===== src/rtl/div_top_6_pkg.sv =====
// div_top_6_pkg: widths, per-stage pipeline record and divide-by-zero constant for the divider.
package div_top_6_pkg;
  localparam int DIVIDEND_W = 16;
  localparam int DIVISOR_W  = 8;
  localparam logic [DIVIDEND_W-1:0] QUO_DZ = '1;
  typedef struct packed {
    logic                  valid;
    logic [DIVISOR_W-1:0]  rem;
    logic [DIVIDEND_W-1:0] quo;
    logic [DIVIDEND_W-1:0] dvd;
    logic [DIVISOR_W-1:0]  dvs;
    logic                  dz;
  } stage_t;
endpackage


===== src/rtl/div_cell_6.sv =====
// div_cell_6: one registered restoring-division step consuming the dividend MSB.
module div_cell_6
  import div_top_6_pkg::*;
(
  input  logic   clk,
  input  logic   rst,
  input  stage_t i_stage,
  output stage_t o_stage
);
  logic [DIVISOR_W:0] w_t;
  logic [DIVISOR_W:0] w_diff;
  logic               w_ge;
  assign w_t    = {i_stage.rem, i_stage.dvd[DIVIDEND_W-1]};
  assign w_diff = w_t - {1'b0, i_stage.dvs};
  assign w_ge   = w_t >= {1'b0, i_stage.dvs};
  // Data only advances with a valid token so the last result holds through bubbles.
  always_ff @(posedge clk) begin
    if (rst) begin
      o_stage <= '0;
    end else begin
      o_stage.valid <= i_stage.valid;
      if (i_stage.valid) begin
        o_stage.rem <= w_ge ? w_diff[DIVISOR_W-1:0] : w_t[DIVISOR_W-1:0];
        o_stage.quo <= {i_stage.quo[DIVIDEND_W-2:0], w_ge};
        o_stage.dvd <= {i_stage.dvd[DIVIDEND_W-2:0], 1'b0};
        o_stage.dvs <= i_stage.dvs;
        o_stage.dz  <= i_stage.dz;
      end
    end
  end
endmodule


===== src/rtl/div_top_6.sv =====
// div_top_6: pipelined unsigned restoring divider, one quotient bit per stage, one op per cycle.
module div_top_6
  import div_top_6_pkg::*;
(
  input  logic                  clk,
  input  logic                  rst,
  input  logic                  en,
  input  logic [DIVIDEND_W-1:0] dividend,
  input  logic [DIVISOR_W-1:0]  divisor,
  output logic [DIVIDEND_W-1:0] quotient,
  output logic [DIVISOR_W-1:0]  remainder,
  output logic                  div_by_zero,
  output logic                  result_rdy
);
  stage_t w_stage [DIVIDEND_W+1];
  logic   w_unused;
  assign w_stage[0] = '{valid: en, rem: '0, quo: '0, dvd: dividend, dvs: divisor, dz: divisor == '0};
  for (genvar i = 0; i < DIVIDEND_W; i++) begin : g_cell
    div_cell_6 u_cell (
      .clk     (clk),
      .rst     (rst),
      .i_stage (w_stage[i]),
      .o_stage (w_stage[i+1])
    );
  end
  assign quotient    = w_stage[DIVIDEND_W].dz ? QUO_DZ : w_stage[DIVIDEND_W].quo;
  assign remainder   = w_stage[DIVIDEND_W].dz ? '0 : w_stage[DIVIDEND_W].rem;
  assign div_by_zero = w_stage[DIVIDEND_W].dz;
  assign result_rdy  = w_stage[DIVIDEND_W].valid;
  assign w_unused    = ^{w_stage[DIVIDEND_W].dvd, w_stage[DIVIDEND_W].dvs};
endmodule


===== config.mk =====
export PLATFORM = sky130hd
export DESIGN_NAME = div_top_6
export DESIGN_NICKNAME = d
export VERILOG_FILES = /design/src/rtl/div_top_6_pkg.sv /design/src/rtl/div_cell_6.sv /design/src/rtl/div_top_6.sv
export SDC_FILE = /design/constraint.sdc
export NUM_CORES = 1
export LEC_CHECK = 0
export BUFFER_PORTS_ARGS = -buffer_cell sky130_fd_sc_hd__buf_2
export CORE_MARGIN = 3
export CORE_UTILIZATION = 50
export CTS_BUF_LIST = sky130_fd_sc_hd__clkbuf_2
export DETAILED_ROUTE_END_ITERATION = 10
export GPL_TIMING_DRIVEN = 0
export PLACE_DENSITY = 0.68
export SETUP_SLACK_MARGIN = 0.15
export SYNTH_ARGS = -nofsm -noshare
export SYNTH_HDL_FRONTEND = slang
export SYNTH_SLANG_ARGS = --single-unit

===== constraint.sdc =====
create_clock -name clk -period 1.93 [get_ports clk]
set_input_delay 0.0965 -clock clk [delete_from_list [all_inputs] [get_ports clk]]
set_output_delay 0.0965 -clock clk [all_outputs]
set_load 0.02 [all_outputs]

==> impl_metrics.yaml <==
outcome:
  outcome: "finished with violations"
  failing_checks: "negative setup slack"
hold_path:
  worst_hold_path_type: "in -> reg"
synthesis:
  post_synthesis_net_count: 2946
  seq_area_frac_synth: 0.414
  synth_cell_type_count: 73
  ys_seq_elements: 536
  avgSynthCellArea_um2: 9.32
  synth-main-ff-cell: "sky130_fd_sc_hd__dfxtp_1"
  synth_warnings: 0
  asyncSetResetFlopFracSynth: 0
  synth-edff-count: 0
  syn-instance-count: 2782
  summed_instance_area_of_the_synthesized_netlist_um2: 25900
power_and_ir_drop:
  power.combinational.fraction: 0.111
  power.ir.vdd_worst_mv: 0.682
  switching_power_mw: 6.29
  internal_power_mw: 15.6
  pwr-share-seq: 0.510
  total_power_mw: 21.9
  leakagePower_nw: 12.8
  p_sw_frac: 0.287
  power-per-cell-area_nw_per_um2: 618
  clock_power_share: 0.379
setup_path:
  crit_fanout: 9
  critPathMaxStageDelay_ns: 0.38
  timing_worst_setup_path_type: "reg -> out"
  critical_path.slowest_cell: "sky130_fd_sc_hd__dfxtp_4"
  cp_data_required_time_ns: 1.83
  worst_ep_arrival_time_ns: 2.23
  crit_path_cell_trace: "buf_8, or2_4, buf_6"
  crit_family: "flip-flops"
  startpoint_type: "flop"
  regToRegSetupSlack_ns: -0.30
  worst-path-buf-inv: 2
  end_kind: "primary output"
clock_tree:
  cts-htree-levels: 4
  total_cts_buffers: 138
  clk-insertion-delay-late_ns: 1.40
  ctsLongestPathBuffers: 3
  cts.root.buffer_cell: "sky130_fd_sc_hd__clkbuf_2"
  path_clk_slew_ns: 0.11
  cts_num_sinks: 536
  cts_tree: "done"
detailed_routing:
  highest-signal-layer: "met4"
  drc: 0
  wl_met2_um: 41700
  wl_met3_um: 4690
  wl_met1_um: 35500
  vias: 23800
  postRouteAntennaNets: 0
  initialDrtViolationCount: 1616
  route.final.wire_length_um: 85900
  route.detailed.wl_per_inst_um: 21.0
  avg_vias_per_cell: 5.82
  drt-pass1-iter-count: 5
finish:
  final.fill_count: 3707
  registers.top_by_ff_count: "g_cell.u_cell.o_stage"
  mostFrequentLayoutCells: "516 x sky130_fd_sc_hd__nor2_1, 391 x sky130_fd_sc_hd__mux2i_1, 368 x sky130_fd_sc_hd__dfxtp_1"
  post_route_cells_drive_above_1_share: 0.369
  register_area_um2: 11000
  layout.cells.most_common: "sky130_fd_sc_hd__nor2_1"
  layoutNonFillerInstCount: 4090
  multi_input_area_um2: 17500
  area_delta_synth_final_pct: 36.8
  final_net_count: 3486
  reg_top3: "g_cell.u_cell.o_stage x536"
  largest_register_ffs: 536
floorplan:
  floorplan.rows: 82
  floorplan.initialDensity: 0.511
  die_h_um: 234
  io-pin-count: 53
  coreArea_um2: 50700
  fp.dieArea_um2: 54600
  die-width_um: 234
timing:
  tightestPinTransition_ns: 1.21
  postLayoutSetupSlackWorst_ns: -0.398
  period_minus_slack_ns: 2.33
  maxClockFrequency_mhz: 430
  grt_setup_unrepaired: "true"
  timing.final.hold_violations: 0
  layout_skew_ns: 0.127
  fraction_of_the_cycle_the_final_worst_path_needs: 1.21
  timing_max_transition_violations_final: 0
  fin_setup_tns_ns: -23.28
  slew_headroom: 0.194
  setup_viol: 148
placed_design:
  dp_hpwl_um: 52700
  routabilityCongestion: 0.920
  placedCellCount: 3504
  port_buffer_cells: 50
global_routing:
  overflow: 0
  grt_antenna_before_repair: 4
  globalRouteTotalUtil: 0.303
  grt_pass1_vias: 23900
  maximum_number_of_pins_on_one_net_before_global_route_repair: 17
  grt_pass1_wl_um: 130000
run:
  count_of_maximum_capacitance_violations: 0
Yosys cell counts, drive strengths merged, types with 52 or more instances:
cell,number,area share
nand2,61,0.0088
o21ai,91,0.018
ha,122,0.059
clkbuf,133,0.019
nand3,57,0.011
a311oi,56,0.019
a211oi,57,0.018
inv,164,0.024
mux2i,405,0.16
nor2,530,0.077
a21oi,52,0.010
dfxtp,536,0.41
per-stage QoR:
| step | instance area (um^2) | hold slack, ns | setup slack (ns) | utilization |
|---|---|---|---|---|
| 2_1_floorplan | 26600 | 0.244 | -0.0894 | - |
| 5_1_grt | 35500 | 0.140 | -0.478 | 0.700 |
| 3_5_place_dp | 27700 | 0.339 | -1.23 | 0.546 |
| 6_report | 35500 | 0.181 | -0.398 | 0.700 |
| 3_3_place_gp | 27700 | 0.332 | -1.24 | 0.546 |
| 4_1_cts | 33900 | 0.0281 | -0.546 | 0.668 |
logic make-up (layout without fill, tap and decap cells):
| logic type | after synthesis | after routing | share of synthesized area |
|---|---|---|---|
| compound gates | 487 | 492 | 0.144 |
| xor+xnor | 57 | 57 | 0.0193 |
| fa+ha+maj | 137 | 137 | 0.0705 |
| buf+inv | 315 | 943 | 0.0471 |
| flops | 536 | 536 | 0.414 |
| mux | 407 | 407 | 0.157 |
| other cells | 0 | 3 | 0 |
| simple gates | 843 | 843 | 0.148 |
final timing paths:
check             depth (start not counted)                      endpoint                    startpoint
hold / removal                            5  g_cell[0].u_cell.o_stage[48]                            en
setup / recovery                          3                  quotient[10]  g_cell[15].u_cell.o_stage[0]
setup reg to reg                          9  g_cell[1].u_cell.o_stage[43]   g_cell[0].u_cell.o_stage[1]
hold reg to reg                           2   g_cell[4].u_cell.o_stage[7]   g_cell[3].u_cell.o_stage[7]
layout make-up:
cell class                 instances  share of cell area
antenna                            3            0.000212
buffer                           149              0.0194
clock buffer                     177              0.0250
clock inverter                    56              0.0118
inverter                         166              0.0179
multi-input combinational       1936               0.492
sequential                       536               0.311
tap                              672              0.0237
timing repair buffer             395              0.0985
routing by layer:
metal / track usage / up-vias
met2: 0.507 / 871
met3: 0.0590 / 270
met4: 0.160 / 0
met1: 0.369 / 11600
li1: - / 11000
met5: 0 / -
worst reg2reg max path: stages, from the launching register on:
cell	delay (ns)
sky130_fd_sc_hd__dfxtp_4	0.38
sky130_fd_sc_hd__ha_4	0.21
sky130_fd_sc_hd__nand2b_4	0.13
sky130_fd_sc_hd__a21o_1	0.18
sky130_fd_sc_hd__a311oi_2	0.25
sky130_fd_sc_hd__o21a_1	0.20
sky130_fd_sc_hd__buf_6	0.17
sky130_fd_sc_hd__buf_6	0.11
sky130_fd_sc_hd__mux2i_2	0.25
sky130_fd_sc_hd__a211oi_1	0.13
power by group through the flow:
stage	combinational [mW]	sequential (mW)	clock, mW
5_1_grt	2.55	11.2	8.99
6_report	2.44	11.2	8.30
3_3_place_gp	1.36	11.5	0
4_1_cts	2.02	11.2	8.38
3_5_place_dp	1.38	11.5	0
2_1_floorplan	0.974	11.4	0
repair_timing:
item	in CTS	in global routing
hold buffers	79	0
buffers inserted	194	70
cloned	7	1
pin swaps	246	153
endpoints found under the hold margin	67	0
setup endpoints to repair	189	431
gates resized for setup	654	288
No activity file was read; power rests on OpenSTA's default activity.
